<file path="src/rtl/dmem_resp_pkg.sv">
// dmem_resp_pkg: shared FSM encoding, address map, FIFO sizing and status layout
// for the dmem_resp data-memory responder.
package dmem_resp_pkg;

    localparam logic [1:0] ST_IDLE = 2'd0;
    localparam logic [1:0] ST_WAIT = 2'd1;
    localparam logic [1:0] ST_DONE = 2'd2;

    localparam logic [7:0] ADDR_RAM_MAX = 8'h3F;
    localparam logic [7:0] ADDR_PORT    = 8'hF0;
    localparam logic [7:0] ADDR_STATUS  = 8'hF1;

    localparam int         FIFO_DEPTH    = 4;
    localparam int         FIFO_PTR_W    = 2;
    localparam logic [2:0] FIFO_FULL_CNT = 3'd4;

    localparam int STAT_EMPTY   = 0;
    localparam int STAT_FULL    = 1;
    localparam int STAT_CNT_LSB = 2;
    localparam int STAT_OVF     = 5;

    typedef struct packed {
        logic        is_write;
        logic [7:0]  addr;
        logic [15:0] wdata;
    } req_t;

    function automatic logic [15:0] status_word(
        input logic       empty,
        input logic       full,
        input logic [2:0] count,
        input logic       ovf
    );
        logic [15:0] w;
        w                       = 16'h0000;
        w[STAT_EMPTY]           = empty;
        w[STAT_FULL]            = full;
        w[STAT_CNT_LSB +: 3]    = count;
        w[STAT_OVF]             = ovf;
        return w;
    endfunction

endpackage

</file>
<file path="src/rtl/dmem_resp_fifo.sv">
// dmem_resp_fifo: 4-entry output-port FIFO; a push into a full FIFO is dropped
// (flagged on drop) unless a pop happens on the same edge.
module dmem_resp_fifo
    import dmem_resp_pkg::*;
(
    input  logic        clk,
    input  logic        rst_n,
    input  logic        push,
    input  logic [15:0] wdata,
    input  logic        pop,
    output logic [15:0] data,
    output logic [2:0]  count,
    output logic        full,
    output logic        empty,
    output logic        drop
);

    logic [15:0]           mem_r [0:FIFO_DEPTH-1];
    logic [FIFO_PTR_W-1:0] wr_ptr_r;
    logic [FIFO_PTR_W-1:0] rd_ptr_r;
    logic [2:0]            count_r;
    logic                  pop_s;
    logic                  push_s;

    assign empty  = (count_r == 3'd0);
    assign full   = (count_r == FIFO_FULL_CNT);
    assign count  = count_r;
    assign pop_s  = pop & ~empty;
    assign push_s = push & (~full | pop_s);
    assign drop   = push & full & ~pop_s;
    assign data   = empty ? 16'h0000 : mem_r[rd_ptr_r];

    // Storage, wrapping pointers and occupancy count
    always_ff @(posedge clk or negedge rst_n) begin
        if (!rst_n) begin
            for (int i = 0; i < FIFO_DEPTH; i++) begin
                mem_r[i] <= 16'h0000;
            end
            wr_ptr_r <= {FIFO_PTR_W{1'b0}};
            rd_ptr_r <= {FIFO_PTR_W{1'b0}};
            count_r  <= 3'd0;
        end else begin
            if (push_s) begin
                mem_r[wr_ptr_r] <= wdata;
                wr_ptr_r        <= wr_ptr_r + 2'd1;
            end
            if (pop_s) begin
                rd_ptr_r <= rd_ptr_r + 2'd1;
            end
            case ({push_s, pop_s})
                2'b10:   count_r <= count_r + 3'd1;
                2'b01:   count_r <= count_r - 3'd1;
                default: count_r <= count_r;
            endcase
        end
    end

endmodule

</file>
<file path="src/rtl/dmem_resp.sv">
// dmem_resp: CPU data-memory responder (64x16 RAM, output-port FIFO, status word).
// Define DMEM_RESP_WAIT_EN for a 2-cycle WAIT state (1 cycle otherwise).
module dmem_resp
    import dmem_resp_pkg::*;
(
    input  logic        clk,
    input  logic        rst_n,
    input  logic        cs,
    input  logic        we,
    input  logic        outenab,
    input  logic [7:0]  addr,
    input  logic [15:0] wdata,
    output logic [15:0] rdata,
    output logic        ready,
    output logic [15:0] port_data,
    output logic        port_valid,
    input  logic        port_ready
);

`ifdef DMEM_RESP_WAIT_EN
    localparam logic [1:0] WAIT_LOAD = 2'd1;
`else
    localparam logic [1:0] WAIT_LOAD = 2'd0;
`endif

    logic [1:0]  state_r;
    logic [1:0]  state_nxt_s;
    logic [1:0]  wait_cnt_r;
    req_t        req_r;
    logic        ready_r;
    logic [15:0] rdata_r;
    logic        ovf_r;
    logic [15:0] ram_r [0:63];

    logic        req_rd_s;
    logic        req_wr_s;
    logic        accept_s;
    logic        commit_s;
    logic        ram_we_s;
    logic        push_s;
    logic        stat_clr_s;
    logic [15:0] rd_value_s;

    logic [2:0]  fifo_count_s;
    logic        fifo_full_s;
    logic        fifo_empty_s;
    logic        fifo_drop_s;

    assign req_rd_s   = cs & outenab & ~we;
    assign req_wr_s   = cs & we & ~outenab;
    assign accept_s   = (state_r == ST_IDLE) & (req_rd_s | req_wr_s);

    // Side effects land on the edge that leaves DONE
    assign commit_s   = (state_r == ST_DONE);
    assign ram_we_s   = commit_s & req_r.is_write & (req_r.addr <= ADDR_RAM_MAX);
    assign push_s     = commit_s & req_r.is_write & (req_r.addr == ADDR_PORT);
    assign stat_clr_s = commit_s & ~req_r.is_write & (req_r.addr == ADDR_STATUS);

    assign ready      = ready_r;
    assign rdata      = rdata_r;
    assign port_valid = ~fifo_empty_s;

    dmem_resp_fifo u_fifo (
        .clk   (clk),
        .rst_n (rst_n),
        .push  (push_s),
        .wdata (req_r.wdata),
        .pop   (port_ready),
        .data  (port_data),
        .count (fifo_count_s),
        .full  (fifo_full_s),
        .empty (fifo_empty_s),
        .drop  (fifo_drop_s)
    );

    // Next-state decode for the IDLE/WAIT/DONE handshake
    always_comb begin
        state_nxt_s = state_r;
        case (state_r)
            ST_IDLE: begin
                if (accept_s) begin
                    state_nxt_s = ST_WAIT;
                end else begin
                    state_nxt_s = ST_IDLE;
                end
            end
            ST_WAIT: begin
                if (wait_cnt_r == 2'd0) begin
                    state_nxt_s = ST_DONE;
                end else begin
                    state_nxt_s = ST_WAIT;
                end
            end
            ST_DONE: state_nxt_s = ST_IDLE;
            default: state_nxt_s = ST_IDLE;
        endcase
    end

    // Read mux over RAM, status word and unmapped space
    always_comb begin
        rd_value_s = 16'h0000;
        if (req_r.addr <= ADDR_RAM_MAX) begin
            rd_value_s = ram_r[req_r.addr[5:0]];
        end else if (req_r.addr == ADDR_STATUS) begin
            rd_value_s = status_word(fifo_empty_s, fifo_full_s, fifo_count_s, ovf_r);
        end else begin
            rd_value_s = 16'h0000;
        end
    end

    // FSM, wait counter, latched request and registered response
    always_ff @(posedge clk or negedge rst_n) begin
        if (!rst_n) begin
            state_r    <= ST_IDLE;
            wait_cnt_r <= 2'd0;
            req_r      <= {1'b0, 8'h00, 16'h0000};
            ready_r    <= 1'b0;
            rdata_r    <= 16'h0000;
        end else begin
            state_r <= state_nxt_s;
            if (accept_s) begin
                wait_cnt_r <= WAIT_LOAD;
                req_r      <= {req_wr_s, addr, wdata};
            end else if ((state_r == ST_WAIT) && (wait_cnt_r != 2'd0)) begin
                wait_cnt_r <= wait_cnt_r - 2'd1;
            end
            ready_r <= (state_nxt_s == ST_DONE);
            if ((state_nxt_s == ST_DONE) && !req_r.is_write) begin
                rdata_r <= rd_value_s;
            end else begin
                rdata_r <= 16'h0000;
            end
        end
    end

    // Sticky overflow; a fresh drop outranks the clear-on-status-read
    always_ff @(posedge clk or negedge rst_n) begin
        if (!rst_n) begin
            ovf_r <= 1'b0;
        end else if (fifo_drop_s) begin
            ovf_r <= 1'b1;
        end else if (stat_clr_s) begin
            ovf_r <= 1'b0;
        end
    end

    // RAM array keeps its contents across reset
    always_ff @(posedge clk) begin
        if (ram_we_s) begin
            ram_r[req_r.addr[5:0]] <= req_r.wdata;
        end
    end

endmodule

</file>
<file path="config.mk">
export PLATFORM = sky130hd
export DESIGN_NAME = dmem_resp
export DESIGN_NICKNAME = d
export VERILOG_FILES = /design/src/rtl/dmem_resp_pkg.sv /design/src/rtl/dmem_resp_fifo.sv /design/src/rtl/dmem_resp.sv
export SDC_FILE = /design/constraint.sdc
export NUM_CORES = 1
export LEC_CHECK = 0
export ABC_AREA = 1
export ABC_CLOCK_PERIOD_IN_PS = 4400
export BUFFER_PORTS_ARGS = -buffer_cell sky130_fd_sc_hd__buf_2
export CAP_MARGIN = 20
export CORE_ASPECT_RATIO = 0.5
export CORE_MARGIN = 2
export CORE_UTILIZATION = 45
export DETAILED_ROUTE_END_ITERATION = 7
export HOLD_SLACK_MARGIN = 0.12
export SYNTH_ARGS = -nofsm -noshare
export SYNTH_HDL_FRONTEND = slang
export SYNTH_SLANG_ARGS = --single-unit
</file>
<file path="constraint.sdc">
create_clock -name clk -period 4.4 [get_ports clk]
set_input_delay 0.88 -clock clk [delete_from_list [all_inputs] [get_ports clk]]
set_output_delay 0.88 -clock clk [all_outputs]
set_load 0.02 [all_outputs]
</file>
==> results_dict.tcl <==
set metrics [dict create \
    hpwlAfterDp_um 82800 \
    critPathCaptureType "primary output" \
    synth_top_area_share_pct 65.6 \
    cts_buffer_depth 3 \
    cp_slowest_cell "dfrtp_1" \
    antenna_found_initial 8 \
    synth-adder-area-share_pct 0.203 \
    design_area_um2 52600 \
    cts_setup_buffers 0 \
    grt_pass1_wl_um 200000 \
    drtAntennaViolNets 0 \
    min_period_ps 3960 \
    pwr_density_cell_nw_per_um2 655 \
    drive_above_1_share_pct 8.76 \
    hold_viol 0 \
    start_kind "flip-flop" \
    yosysSeqAreaShare_pct 71.9 \
    ys.flop_type "edfxtp_1" \
    crit_buf_inv 2 \
    worst_clock_skew_ps 27.5 \
    cts_tree "built" \
    clockRootBuffer "clkbuf_16" \
    netlist_area_um2 46900 \
    maxSlewViolCount 0 \
    grt_max_degree 108 \
    totalWireLength_um 135000 \
    firstDrtPassIters 6 \
    die_area_um2 107000 \
    ys_types 33 \
    grt_pass1_vias 30700 \
    tns_ps 0 \
    finalSetupViolations 0 \
    max_freq_mhz 253 \
    h-tree-depth 3 \
    seqPwrFrac_pct 42.4 \
    gp_congestion 0.911 \
    io_buffers 63 \
    post_cts_resized 0 \
    synth.most_common_cell "nand2_1" \
    synthCells 4397 \
    slowest_delay_ps 810 \
    yosys_warnings 0 \
    placed_cell_area_um2 49300 \
    swShare_pct 39.2 \
    combPwrFrac_pct 31.3 \
    synth_common_cells "nand2_1, edfxtp_1, nand3_1" \
    clk_pin_slew_worst_paths_ps 70 \
    grt_setup_unrepaired "no" \
    tightest_slew_ps 1140 \
    ys_ff_latch 1142 \
    post-place-ws_ps 723 \
    p_switching_uw 13500 \
    grt_usage_pct 25.4 \
    total_power_uw 34500 \
    rows 83 \
    postSynthAreaPerCell_um2 10.7 \
    fp.dieW_um 460 \
    synthesis.nets 4434 \
    synthTopCellsByArea "edfxtp_1, nand2_1, dfrtp_1" \
    clk_latency_ps 700 \
    grt_overflow_total 0 \
    outcome "finished, final reports clean" \
    synth-compound-area-share_pct 2.23 \
    slew_headroom_pct 24.0 \
    num_io_pins 64 \
    antenna_cells 0 \
    period_share_pct 89.9 \
    core-area_um2 103000 \
    cp.required_ps 3520 \
    vias_per_cell 5.41 \
    synth_mux_area_share_pct 0 \
    yosys.area.top_type "edfxtp_1" \
    syn_to_final_growth_pct 12.3 \
    synth_xor_area_share_pct 0.0934 \
    hold_class "in -> reg" \
    vias 32400 \
    peakVddDrop_mv 0.421 \
    intPower_uw 21000 \
    clock_sinks 1142 \
    synth-simple-area-share_pct 23.0 \
    worstPathCellList "clkinv_1, nor2_1, o21ai_0, a21oi_1, buf_2" \
    synth_edf_count 1024 \
    fin_ws_ps 443 \
    drv_cap 0 \
    fillCellCount 9044 \
    nNetsFinal 4530 \
    wl_per_cell_um 22.7 \
    worstPathArrival_ps 3080 \
    start_util_pct 45.6 \
    die_y_um 232 \
    drc 0 \
    clockPowerShare_pct 26.3 \
    crit_type "reg -> out" \
    p_leak_uw 0.0212 \
    cts_made_buffers 102 \
    synth_top_family_by_area "simple AND/OR/NAND/NOR gates" \
    cp_top_family "buffers and inverters" \
    synth-async-reset-ratio_pct 10.3 \
    drt-initial-drc-count 3746 \
    cp_max_fo 17 \
]
## area by class of cell
class / instances / area, µm² / area share [%]
Clock buffer: 124 / 2670 / 5.07
Clock inverter: 63 / 641 / 1.22
Inverter: 55 / 224 / 0.426
Multi-Input combinational cell: 2976 / 12000 / 22.9
Sequential cell: 1142 / 33700 / 64.1
Tap cell: 1402 / 1750 / 3.33
Timing Repair Buffer: 216 / 1580 / 3.00
## metrics by stage
| stage | utilization (%) | instances | hold WS (ps) |
|---|---|---|---|
| after floorplan | - | 4397 | 448 |
| after global placement | 47.8 | 5787 | 462 |
| final | 51.1 | 5978 | 395 |
| after CTS | 51.1 | 5975 | 293 |
| after detailed placement | 47.9 | 5788 | 468 |
| after global routing | 51.1 | 5978 | 369 |
## per-layer routing
metal  part of all wire [%]  vias up  track usage [%]  wire [µm]
li1                       -    14800                -          -
met1                     44    16000             37.7      60200
met2                     44     1372             38.6      60000
met3                    9.0      185             5.09      12300
met4                    2.2        4             6.14       3010
met5                  0.020        -                0         27
## cell families (layout without fill, tap and decap cells)
group                      count (synthesis)  after routing
and+or+nand+nor                         2757           2757
DFF                                     1142           1142
buffers and inverters                    279            458
AOI/OAI and AO/OA                        207            207
adders and majority gates                  7              7
xor gates and xnor gates                   5              5
## what timing repair did
| item | CTS | global route |
|---|---|---|
| endpoints found under the hold margin | 0 | 15 |
| hold buffers | 0 | 1 |
| setup endpoints to repair | 0 | 0 |
## power by group through the flow
stage / logic (µW) / registers [µW] / clock network, µW
6_report: 10800 / 14600 / 9070
5_1_grt: 11800 / 14700 / 9570
4_1_cts: 10600 / 14700 / 9170
3_5_place_dp: 10600 / 14900 / 0
3_3_place_gp: 10500 / 14900 / 0
2_1_floorplan: 6220 / 14400 / 0
## worst min-delay path, stage by stage
cell,delay (ps)
buf_2,70
nand2_1,40
o21ai_0,60
## cells in the final DEF, fill, tap and decap left out, types with 20 or more instances in the layout
master	Yosys	final
nand2_1	2266	2266
nor2_1	188	187
buf_2	75	62
edfxtp_1	1024	1024
inv_1	46	46
clkinv_1	2	27
buf_4	4	144
nand3_1	275	275
o21ai_0	140	140
clkbuf_1	108	20
o21ai_1	27	27
a21oi_1	33	33
dfrtp_1	118	99
clkbuf_16	0	103
## flip-flops by register name (all words and copies together), names as in the netlist
name             count
ram_r             1024
u_fifo.mem_r        64
req_r               25
rdata               16
u_fifo.count         3
state_r              2
u_fifo.rd_ptr_r      2
u_fifo.wr_ptr_r      2
wait_cnt_r           2
ovf_r                1
ready                1
## path summary, 6_finish.rpt
path / start / to / slack [ps] / cells after the start
max in group asynchronous: rst_n / u_fifo.mem_r[23] / 2650 / 4
worst max register to register: req_r[22] / ram_r[12][11] / 470 / 6
worst min register to register: u_fifo.mem_r[4] / u_fifo.mem_r[4] / 480 / 2
min in group asynchronous: rst_n / req_r[17] / 620 / 2
worst max-delay path: u_fifo.rd_ptr_r[1] / port_data[12] / 440 / 5
worst min-delay path: wdata[2] / req_r[2] / 390 / 3
Note: power is estimated with default switching activity, not from simulation.
